**src/rtl/uart_tx_framer_if.sv**
```systemverilog
// rtl/uart_tx_framer_if.sv - send request, parity input and serial line bundle for uart_tx_framer
interface uart_tx_framer_if;
    logic       send;
    logic [7:0] data_in;
    logic [1:0] parity_type;
    logic       parity_bit;
    logic       tx;
    logic       busy;
    logic       done;

    modport master (
        output send, data_in, parity_type, parity_bit,
        input  tx, busy, done
    );

    modport slave (
        input  send, data_in, parity_type, parity_bit,
        output tx, busy, done
    );
endinterface

```
**src/rtl/uart_tx_framer.sv**
```systemverilog
// rtl/uart_tx_framer.sv - UART frame serializer consuming an external parity bit
module uart_tx_framer #(
    parameter int CLKS_PER_BIT = 16,
    parameter int STOP_BITS    = 1
) (
    input  logic              clk,
    input  logic              reset,
    uart_tx_framer_if.slave   bus
);
    localparam int W = (CLKS_PER_BIT > 1) ? $clog2(CLKS_PER_BIT) : 1;
    localparam logic [W-1:0] BAUD_LAST = W'(CLKS_PER_BIT - 1);
    localparam logic [W-1:0] BAUD_ONE  = W'(1);
    localparam logic [2:0]   STOP_LAST = 3'(STOP_BITS - 1);

    typedef enum logic [2:0] {IDLE, START, DATA, PARITY, STOP} state_t;

    state_t       state, state_d;
    logic [W-1:0] baud_cnt, baud_d;
    logic [2:0]   bit_idx, bit_idx_d;
    logic [7:0]   shift_reg, shift_d;
    logic         par_en, par_en_d;
    logic         par_val, par_val_d;
    logic         tx_q, tx_d;
    logic         busy_q, done_q, done_d;
    logic         last_tick;

    assign bus.tx   = tx_q;
    assign bus.busy = busy_q;
    assign bus.done = done_q;

    assign last_tick = (baud_cnt == BAUD_LAST);

    always_comb begin
        state_d   = state;
        baud_d    = baud_cnt;
        bit_idx_d = bit_idx;
        shift_d   = shift_reg;
        par_en_d  = par_en;
        par_val_d = par_val;
        done_d    = 1'b0;

        // Baud counter advances in every non-idle state and wraps on each bit boundary.
        if (state != IDLE)
            baud_d = last_tick ? '0 : baud_cnt + BAUD_ONE;

        case (state)
            IDLE: begin
                if (bus.send) begin
                    shift_d   = bus.data_in;
                    par_en_d  = (bus.parity_type == 2'b01) || (bus.parity_type == 2'b10);
                    par_val_d = bus.parity_bit;
                    baud_d    = '0;
                    bit_idx_d = '0;
                    state_d   = START;
                end
            end
            START: begin
                if (last_tick)
                    state_d = DATA;
            end
            DATA: begin
                if (last_tick) begin
                    shift_d = {1'b0, shift_reg[7:1]};
                    if (bit_idx == 3'd7) begin
                        bit_idx_d = '0;
                        state_d   = par_en ? PARITY : STOP;
                    end else begin
                        bit_idx_d = bit_idx + 3'd1;
                    end
                end
            end
            PARITY: begin
                if (last_tick)
                    state_d = STOP;
            end
            STOP: begin
                // bit_idx is reused to count stop-bit periods.
                if (last_tick) begin
                    if (bit_idx == STOP_LAST) begin
                        bit_idx_d = '0;
                        state_d   = IDLE;
                        done_d    = 1'b1;
                    end else begin
                        bit_idx_d = bit_idx + 3'd1;
                    end
                end
            end
            default: state_d = IDLE;
        endcase

        // The line level is derived from the next state so tx is a pure register output.
        case (state_d)
            START:   tx_d = 1'b0;
            DATA:    tx_d = shift_d[0];
            PARITY:  tx_d = par_val_d;
            default: tx_d = 1'b1;
        endcase
    end

    always_ff @(posedge clk) begin
        if (!reset) begin
            state     <= IDLE;
            baud_cnt  <= '0;
            bit_idx   <= '0;
            shift_reg <= '0;
            par_en    <= 1'b0;
            par_val   <= 1'b0;
            tx_q      <= 1'b1;
            busy_q    <= 1'b0;
            done_q    <= 1'b0;
        end else begin
            state     <= state_d;
            baud_cnt  <= baud_d;
            bit_idx   <= bit_idx_d;
            shift_reg <= shift_d;
            par_en    <= par_en_d;
            par_val   <= par_val_d;
            tx_q      <= tx_d;
            busy_q    <= (state_d != IDLE);
            done_q    <= done_d;
        end
    end
endmodule

```
**src/flat_wrapper.sv**
```systemverilog
// flat-port wrapper written by rule: the top's interface ports become plain ports
module uart_tx_framer_flat 
#(
    parameter int CLKS_PER_BIT = 16,
    parameter int STOP_BITS    = 1
)
  (clk, reset, bus_send, bus_data_in, bus_parity_type, bus_parity_bit, bus_tx, bus_busy, bus_done);
  uart_tx_framer_if bus_i ();
  input  logic clk;
  input  logic reset;
  input wire logic [$bits(bus_i.send)-1:0] bus_send;
  input wire logic [$bits(bus_i.data_in)-1:0] bus_data_in;
  input wire logic [$bits(bus_i.parity_type)-1:0] bus_parity_type;
  input wire logic [$bits(bus_i.parity_bit)-1:0] bus_parity_bit;
  output wire logic [$bits(bus_i.tx)-1:0] bus_tx;
  output wire logic [$bits(bus_i.busy)-1:0] bus_busy;
  output wire logic [$bits(bus_i.done)-1:0] bus_done;
  assign bus_i.send = bus_send;
  assign bus_i.data_in = bus_data_in;
  assign bus_i.parity_type = bus_parity_type;
  assign bus_i.parity_bit = bus_parity_bit;
  assign bus_tx = bus_i.tx;
  assign bus_busy = bus_i.busy;
  assign bus_done = bus_i.done;
  uart_tx_framer #(.CLKS_PER_BIT(CLKS_PER_BIT), .STOP_BITS(STOP_BITS)) u_core (.clk(clk), .reset(reset), .bus(bus_i));
endmodule
```
**config.mk**
```make
export PLATFORM = sky130hd
export DESIGN_NAME = uart_tx_framer_flat
export DESIGN_NICKNAME = d
export VERILOG_FILES = /design/src/rtl/uart_tx_framer_if.sv /design/src/rtl/uart_tx_framer.sv /design/src/flat_wrapper.sv
export SDC_FILE = /design/constraint.sdc
export NUM_CORES = 1
export LEC_CHECK = 0
export BUFFER_PORTS_ARGS = -buffer_cell sky130_fd_sc_hd__buf_2
export CAP_MARGIN = 20
export CORE_MARGIN = 2
export CORE_UTILIZATION = 59
export DETAILED_ROUTE_END_ITERATION = 10
export GPL_TIMING_DRIVEN = 0
export PLACE_DENSITY = 0.93
export REMOVE_ABC_BUFFERS = 1
export SYNTH_ARGS = -nofsm -noshare
export SYNTH_HDL_FRONTEND = slang
export SYNTH_SLANG_ARGS = --single-unit
```
**constraint.sdc**
```tcl
create_clock -name clk -period 4.2 [get_ports clk]
set_input_delay 0.84 -clock clk [delete_from_list [all_inputs] [get_ports clk]]
set_output_delay 0.84 -clock clk [all_outputs]
set_load 0.005 [all_outputs]
```
==> flow_summary.json, run 1 <==
{
  "post-cts-setup-buffer-count": 0,
  "fin_tns_setup_ps": 0,
  "critPathMaxStageDelay_ps": 720,
  "routed_wire_length_um": 2190,
  "post_synth_main_area_contributors": "dfxtp_1 (38%), a22oi_1 (4.3%), ha_1 (4.1%)",
  "cts_tree": "yes",
  "worstMarginPinSlew_ps": 869,
  "initial_core_util_pct": 62.4,
  "final_net_count": 168,
  "yosysSeqAreaShare_pct": 38.0,
  "vias_in_the_first_global_route": 934,
  "post_dp_cell_area_um2": 1280,
  "core_um2": 1940,
  "synth_xor_xnor_area_share_pct": 0.723,
  "clockBufferDepth": 2,
  "critical_path.endpoint_type": "register",
  "clkSlewWorstSetupHoldPaths_ps": 130,
  "grt_overflow_total": 0,
  "status": "finished clean",
  "setup_violations": 0,
  "io_pins": 17,
  "final_worst_path_cycle_share_pct": 54.9,
  "critPathRequiredTime_ps": 4400,
  "die_height_um": 49.3,
  "drv.max_cap_violation_count": 0,
  "cpMaxStageDelayCell": "nor3b_2",
  "synthesis.area_per_instance_um2": 8.84,
  "grt_setup_unrepaired": "false",
  "postSynthCellCount": 137,
  "synth_cell_type_count": 43,
  "max_slew_margin_pct": 41.8,
  "synth_enable_flop_cells": 0,
  "route.vias.total": 1007,
  "post_synth_and_or_nand_nor_area_fraction_pct": 27.7,
  "maximum_level_of_the_cts_h_tree": 1,
  "synth-adder-area-share_pct": 4.13,
  "drtPass1Iterations": 4,
  "post_synth_mux_area_share_pct": 1.65,
  "syn2layout_area_growth_pct": 8.37,
  "hold_viol": 0,
  "drtAntennaViolNets": 0,
  "min_delay_path_depth": 2,
  "die_area_um2": 2430,
  "timing.reg2reg.worst_path_depth": 5,
  "synth_top_family_by_area": "simple AND/OR/NAND/NOR gates",
  "flip_flop_count_of_the_largest_register_after_layout": 8,
  "routed_via_density": 5.72,
  "layout_commonest_cell": "dfxtp_1",
  "dpl.hpwl_um": 1630,
  "layout.cells.most_common_list": "dfxtp_1 (23), buf_2 (16), nand2_1 (12), nor2_1 (10)",
  "gp_routability_congestion": 0.802,
  "die_width_um": 49.3,
  "cts_root_buf": "clkbuf_4",
  "timing.final.crit_period_ps": 2310,
  "timing.setup.critical_path_class": "primary input to register",
  "design_area_um2": 1310,
  "synthDominantCellAreaShare_pct": 38.0,
  "diodes": 0,
  "yosys_warnings": 0,
  "clock_insertion_delay_at_the_later_pin_of_the_skew_report_ps": 300,
  "number_of_antenna_violations_at_the_first_check_in_global_routing": 0,
  "cell_type_contributing_the_most_total_cell_area_after_synthesis": "dfxtp_1",
  "synth_top_flop_cell": "dfxtp_1",
  "syn-cell-area_um2": 1210,
  "synth_compound_gate_area_share_pct": 23.2,
  "layout-drive-gt1-share_pct": 18.8,
  "detailedRoute.firstIterationViolations": 20,
  "post-route-drc-count": 0,
  "cp_arrival_ps": 2510,
  "track_usage_pct": 19.4,
  "port_buffers": 16,
  "timing.fmax_mhz": 434,
  "hp-class": "register to register",
  "crit_path_cell_trace": "buf_2, and2b_1, nor3b_2, nor2_1, a21oi_1, a31oi_1",
  "worst_clock_skew_ps": 3.18,
  "postCtsResizedCells": 0,
  "power_density_nw_per_um2": 289,
  "crit_path_start_kind": "primary input",
  "final-max-slew-violation-count": 0,
  "vdd.ir_drop.worst_v": 0.000261,
  "row_count": 16,
  "cp_max_fanout": 14,
  "cts_made_buffers": 3,
  "synth-seq-cells": 23,
  "async_flop_share_pct": 0,
  "grt_start_max_net_pins": 24,
  "drt-wirelength-per-cell_um": 12.5,
  "static-leakage-power_nw": 0.523,
  "grt_first_pass_wirelength_um": 3770,
  "postCtsHoldBufs": 0,
  "sinks_on_clock_net": 23
}
[synthesized netlist by cell type (2+ instances only)]
cell type,number
dfxtp_1,23
mux2i_1,2
a21boi_0,5
o21a_1,2
a22oi_1,7
nor3b_1,3
a31oi_1,3
clkbuf_1,2
nand2_1,12
nor2b_1,5
buf_2,5
inv_1,3
a21boi_1,2
nor3_1,3
nand3_1,6
o21ai_0,7
nand4_1,2
nor2_1,10
and2_1,3
nand2b_1,2
o21ai_1,2
a21oi_1,4
ha_1,4
[path summary, 6_finish.rpt]
kind,start,endpoint,slack [ps]
min reg2reg,u_core.shift_reg[3],u_core.shift_reg[3],480
min,u_core.shift_reg[3],u_core.shift_reg[3],480
max reg2reg,u_core.state[1],u_core.bus.tx,2000
max,bus_send,u_core.bus.tx,1890
[kinds of logic (layout without fill, tap and decap cells)]
kind of cell	count (synthesis)	in the layout
AND/OR/NAND/NOR	56	56
AO/OA/AOI/OAI	39	39
flip-flops	23	23
buffers and inverters	12	24
adder cells (fa/ha/maj)	4	4
multiplexers	2	2
XOR/XNOR	1	1
[power breakdown]
group          internal (mW)  leakage, nW  total, mW  switching, mW
Clock                 0.0355       0.0177      0.102         0.0660
Combinational         0.0208        0.317     0.0427         0.0219
Sequential             0.227        0.188      0.235        0.00813
[critical path, delay by kind of cell]
kind            cells  cell delay, ps
simple gates        3            1170
buf+inv             1             120
compound gates      2             370
[metrics by stage]
stage          power [mW]  worst slack [ps]  utilization [%]  hold WS [ps]  cells
2_1_floorplan       0.266              2060                -           435    129
3_3_place_gp        0.280              1610             66.2           444    172
3_5_place_dp        0.283              1590             66.2           462    172
4_1_cts             0.382              1920             67.6           478    176
5_1_grt             0.400              1690             67.6           495    176
6_report            0.380              1890             67.6           475    176
[layer usage]
metal,wire (um),share of wire (%),GRT usage [%]
met1,973,44,22.2
met2,1130,51,36.7
met3,78,3.6,2.76
met4,14,0.64,5.71
met5,0,0,0
[cell type report]
class                   count  area, um2
clock buffers               3       22.5
clock inverters             1       5.00
fillers                   154        629
inverters                   4       15.0
multi-input cells         102        696
flip-flops and latches     23        460
well taps                  27       33.8
repair buffers             16       80.1
Power figures use the tool's default switching activity.
==> run 2: changes to the inputs <==
ABC_AREA = 1   (was default)
CORE_UTILIZATION = 55   (was 59)
PLACE_DENSITY = 0.88   (was 0.93)
clock period = 2.15 ns   (was 4.2 ns; I/O delays follow)
==> run 2 against run 1 <==
  * First-iteration DRC count increased by 65%
  * Non-clock buffer count did not move
  * Area after synthesis rose by 2.9%
  * Largest power group unchanged
  * Clock skew up 1.6 ps
==> flow_summary.json, run 2 <==
{
  "status": "finished clean",
  "number_of_antenna_violations_at_the_first_check_in_global_routing": 0,
  "synth_top_flop_cell": "dfxtp_1",
  "max_slew_margin_pct": 71.6,
  "post_dp_cell_area_um2": 1350,
  "fin_ws_ps": 590,
  "die_width_um": 51.6,
  "grt_overflow_total": 0,
  "routed_via_density": 5.14,
  "power_density_nw_per_um2": 565,
  "sinks_on_clock_net": 23,
  "final_util_pct": 63.3,
  "worst_clock_skew_ps": 4.79,
  "critical_path.endpoint_type": "register",
  "drtPass1Iterations": 4,
  "port_buffers": 16,
  "synth-seq-cells": 23,
  "crit_path_start_kind": "register",
  "pwr-share-seq_pct": 58.9,
  "numPlacedInstances": 206,
  "critPathRequiredTime_ps": 2380,
  "synth_compound_gate_area_share_pct": 14.1,
  "clkSlewWorstSetupHoldPaths_ps": 130,
  "setup_violations": 0,
  "post-route-drc-count": 0,
  "layout-drive-gt1-share_pct": 22.0,
  "route.vias.total": 1079,
  "net_switching_component_of_the_power_mw": 0.215,
  "layout_commonest_cell": "nand2_1",
  "io_pins": 17,
  "track_usage_pct": 21.2,
  "vias_in_the_first_global_route": 986,
  "yosysSeqAreaShare_pct": 36.9,
  "synthesis.area_per_instance_um2": 7.60,
  "grt_setup_unrepaired": "false",
  "hp-class": "primary input to register",
  "drtAntennaViolNets": 0,
  "timing.fmax_mhz": 641,
  "drt-wirelength-per-cell_um": 11.4,
  "post_synth_mux_area_share_pct": 0,
  "yosys_warnings": 0,
  "worstMarginPinSlew_ps": 426,
  "die_height_um": 51.6,
  "cts_tree": "yes",
  "gp_routability_congestion": 0.942,
  "design_area_um2": 1370,
  "setup.reg_to_reg.worst_slack_ps": 590,
  "synthDominantCellAreaShare_pct": 36.9,
  "drv.max_cap_violation_count": 0,
  "final-max-slew-violation-count": 0,
  "timing.reg2reg.worst_path_depth": 8,
  "hold_viol": 0,
  "layout.cells.most_common_list": "nand2_1 (44), dfxtp_1 (23), inv_1 (19), a21oi_1 (16), buf_2 (16)",
  "cts_made_buffers": 3,
  "synth_xor_xnor_area_share_pct": 0.703,
  "flip_flop_count_of_the_largest_register_after_layout": 8,
  "layoutNonFillerInstCount": 210,
  "synthMostInstantiatedCell": "nand2_1",
  "fin_tns_setup_ps": 0,
  "timing.setup.critical_path_class": "register to register",
  "die_area_um2": 2660,
  "detailedRoute.firstIterationViolations": 33,
  "postSynthCellCount": 164,
  "syn-cell-area_um2": 1250,
  "final_worst_path_cycle_share_pct": 72.6,
  "power.internal_mw": 0.561,
  "syn2layout_area_growth_pct": 10.2,
  "vdd.ir_drop.worst_v": 0.000459,
  "post-cts-setup-buffer-count": 0,
  "postCtsResizedCells": 0,
  "synthTopCellsByCount": "nand2_1 (44), dfxtp_1 (23), inv_1 (19)",
  "diodes": 0,
  "cts_root_buf": "clkbuf_4",
  "netSwitchingFraction_pct": 27.7,
  "post_synth_and_or_nand_nor_area_fraction_pct": 34.8,
  "async_flop_share_pct": 0,
  "maximum_level_of_the_cts_h_tree": 1,
  "regToRegStartpoint": "u_core.baud_cnt[0]",
  "critPathCapture": "u_core.bus.tx",
  "routed_wire_length_um": 2390,
  "final_net_count": 201,
  "clock_insertion_delay_at_the_later_pin_of_the_skew_report_ps": 320,
  "clockBufferDepth": 2,
  "core_um2": 2170,
  "initial_core_util_pct": 57.4,
  "crit-reg2reg-capture": "u_core.bus.tx",
  "dpl.hpwl_um": 1850,
  "dp_slack_ps": 619,
  "synth-adder-area-share_pct": 4.02,
  "row_count": 17,
  "critPathLaunch": "u_core.baud_cnt[0]",
  "synth_cell_type_count": 28,
  "post_synth_main_area_contributors": "dfxtp_1 (37%), nand2_1 (13%), a21oi_1 (6.4%)",
  "cell_type_contributing_the_most_total_cell_area_after_synthesis": "dfxtp_1",
  "timing.final.crit_period_ps": 1560,
  "synth_top_family_by_area": "simple AND/OR/NAND/NOR gates",
  "static-leakage-power_nw": 0.675,
  "postCtsHoldBufs": 0,
  "synth_enable_flop_cells": 0,
  "power.share.combinational_pct": 14.2,
  "cp_arrival_ps": 1790,
  "cp_max_fanout": 10,
  "grt_start_max_net_pins": 15,
  "clkPwrFrac_pct": 26.9,
  "grt_first_pass_wirelength_um": 4240
}
[run 2: cell type report]
cell class	instances	area, um2
clock buffer	3	22.5
clock inverter	1	5.00
fill	201	796
inverter	23	103
multi-input combinational	116	668
sequential	23	460
tap	28	35.0
timing repair buffer	16	80.1
[run 2: power by group through the flow]
stage,Sequential (mW),Combinational [mW],Clock (mW)
after floorplan,0.465,0.0777,0
after global placement,0.466,0.106,0
after detailed placement,0.467,0.111,0
after CTS,0.458,0.111,0.211
after global routing,0.461,0.126,0.225
final,0.458,0.110,0.209
[run 2: critical path, cell delays in order, from the launching register on]
cell	delay (ps)
dfxtp_1	410
ha_1	250
nand3_4	170
nor2_8	270
nand2_2	80
nand2_2	80
nand2_2	70
nand2_2	70
nand3_2	60
[run 2: cells by family (layout without fill, tap and decap cells)]
| family | count (synthesis) | after routing |
|---|---|---|
| AND/OR/NAND/NOR | 80 | 80 |
| AO/OA/AOI/OAI | 31 | 31 |
| XOR/XNOR | 1 | 1 |
| adder cells (fa/ha/maj) | 4 | 4 |
| buffers and inverters | 25 | 43 |
| flip-flops | 23 | 23 |
[run 2: per-layer routing]
metal / track usage [%] / up-vias / share of wire, %
met3: 3.45 / 5 / 3.2
met1: 26.3 / 484 / 45
li1: - / 567 / -
met4: 9.21 / 0 / 1.7
met2: 36.3 / 23 / 50
met5: 0 / - / 0
[run 2: stage by stage]
stage / total power, mW / hold slack, ps
5_1_grt: 0.812 / 345
4_1_cts: 0.780 / 333
3_5_place_dp: 0.578 / 453
2_1_floorplan: 0.543 / 439
6_report: 0.777 / 340
3_3_place_gp: 0.572 / 447
[run 2: worst min path at each step]
stage / start / end / slack [ps] / cells past startpoint
global placement: u_core.shift_reg[7] / u_core.shift_reg[7] / 450 / 2
finish: bus_data_in[7] / u_core.shift_reg[7] / 340 / 3
detailed placement: u_core.shift_reg[7] / u_core.shift_reg[7] / 450 / 2
CTS: bus_data_in[7] / u_core.shift_reg[7] / 330 / 3
global route: bus_data_in[7] / u_core.shift_reg[7] / 340 / 3
floorplan: u_core.shift_reg[7] / u_core.shift_reg[7] / 440 / 2
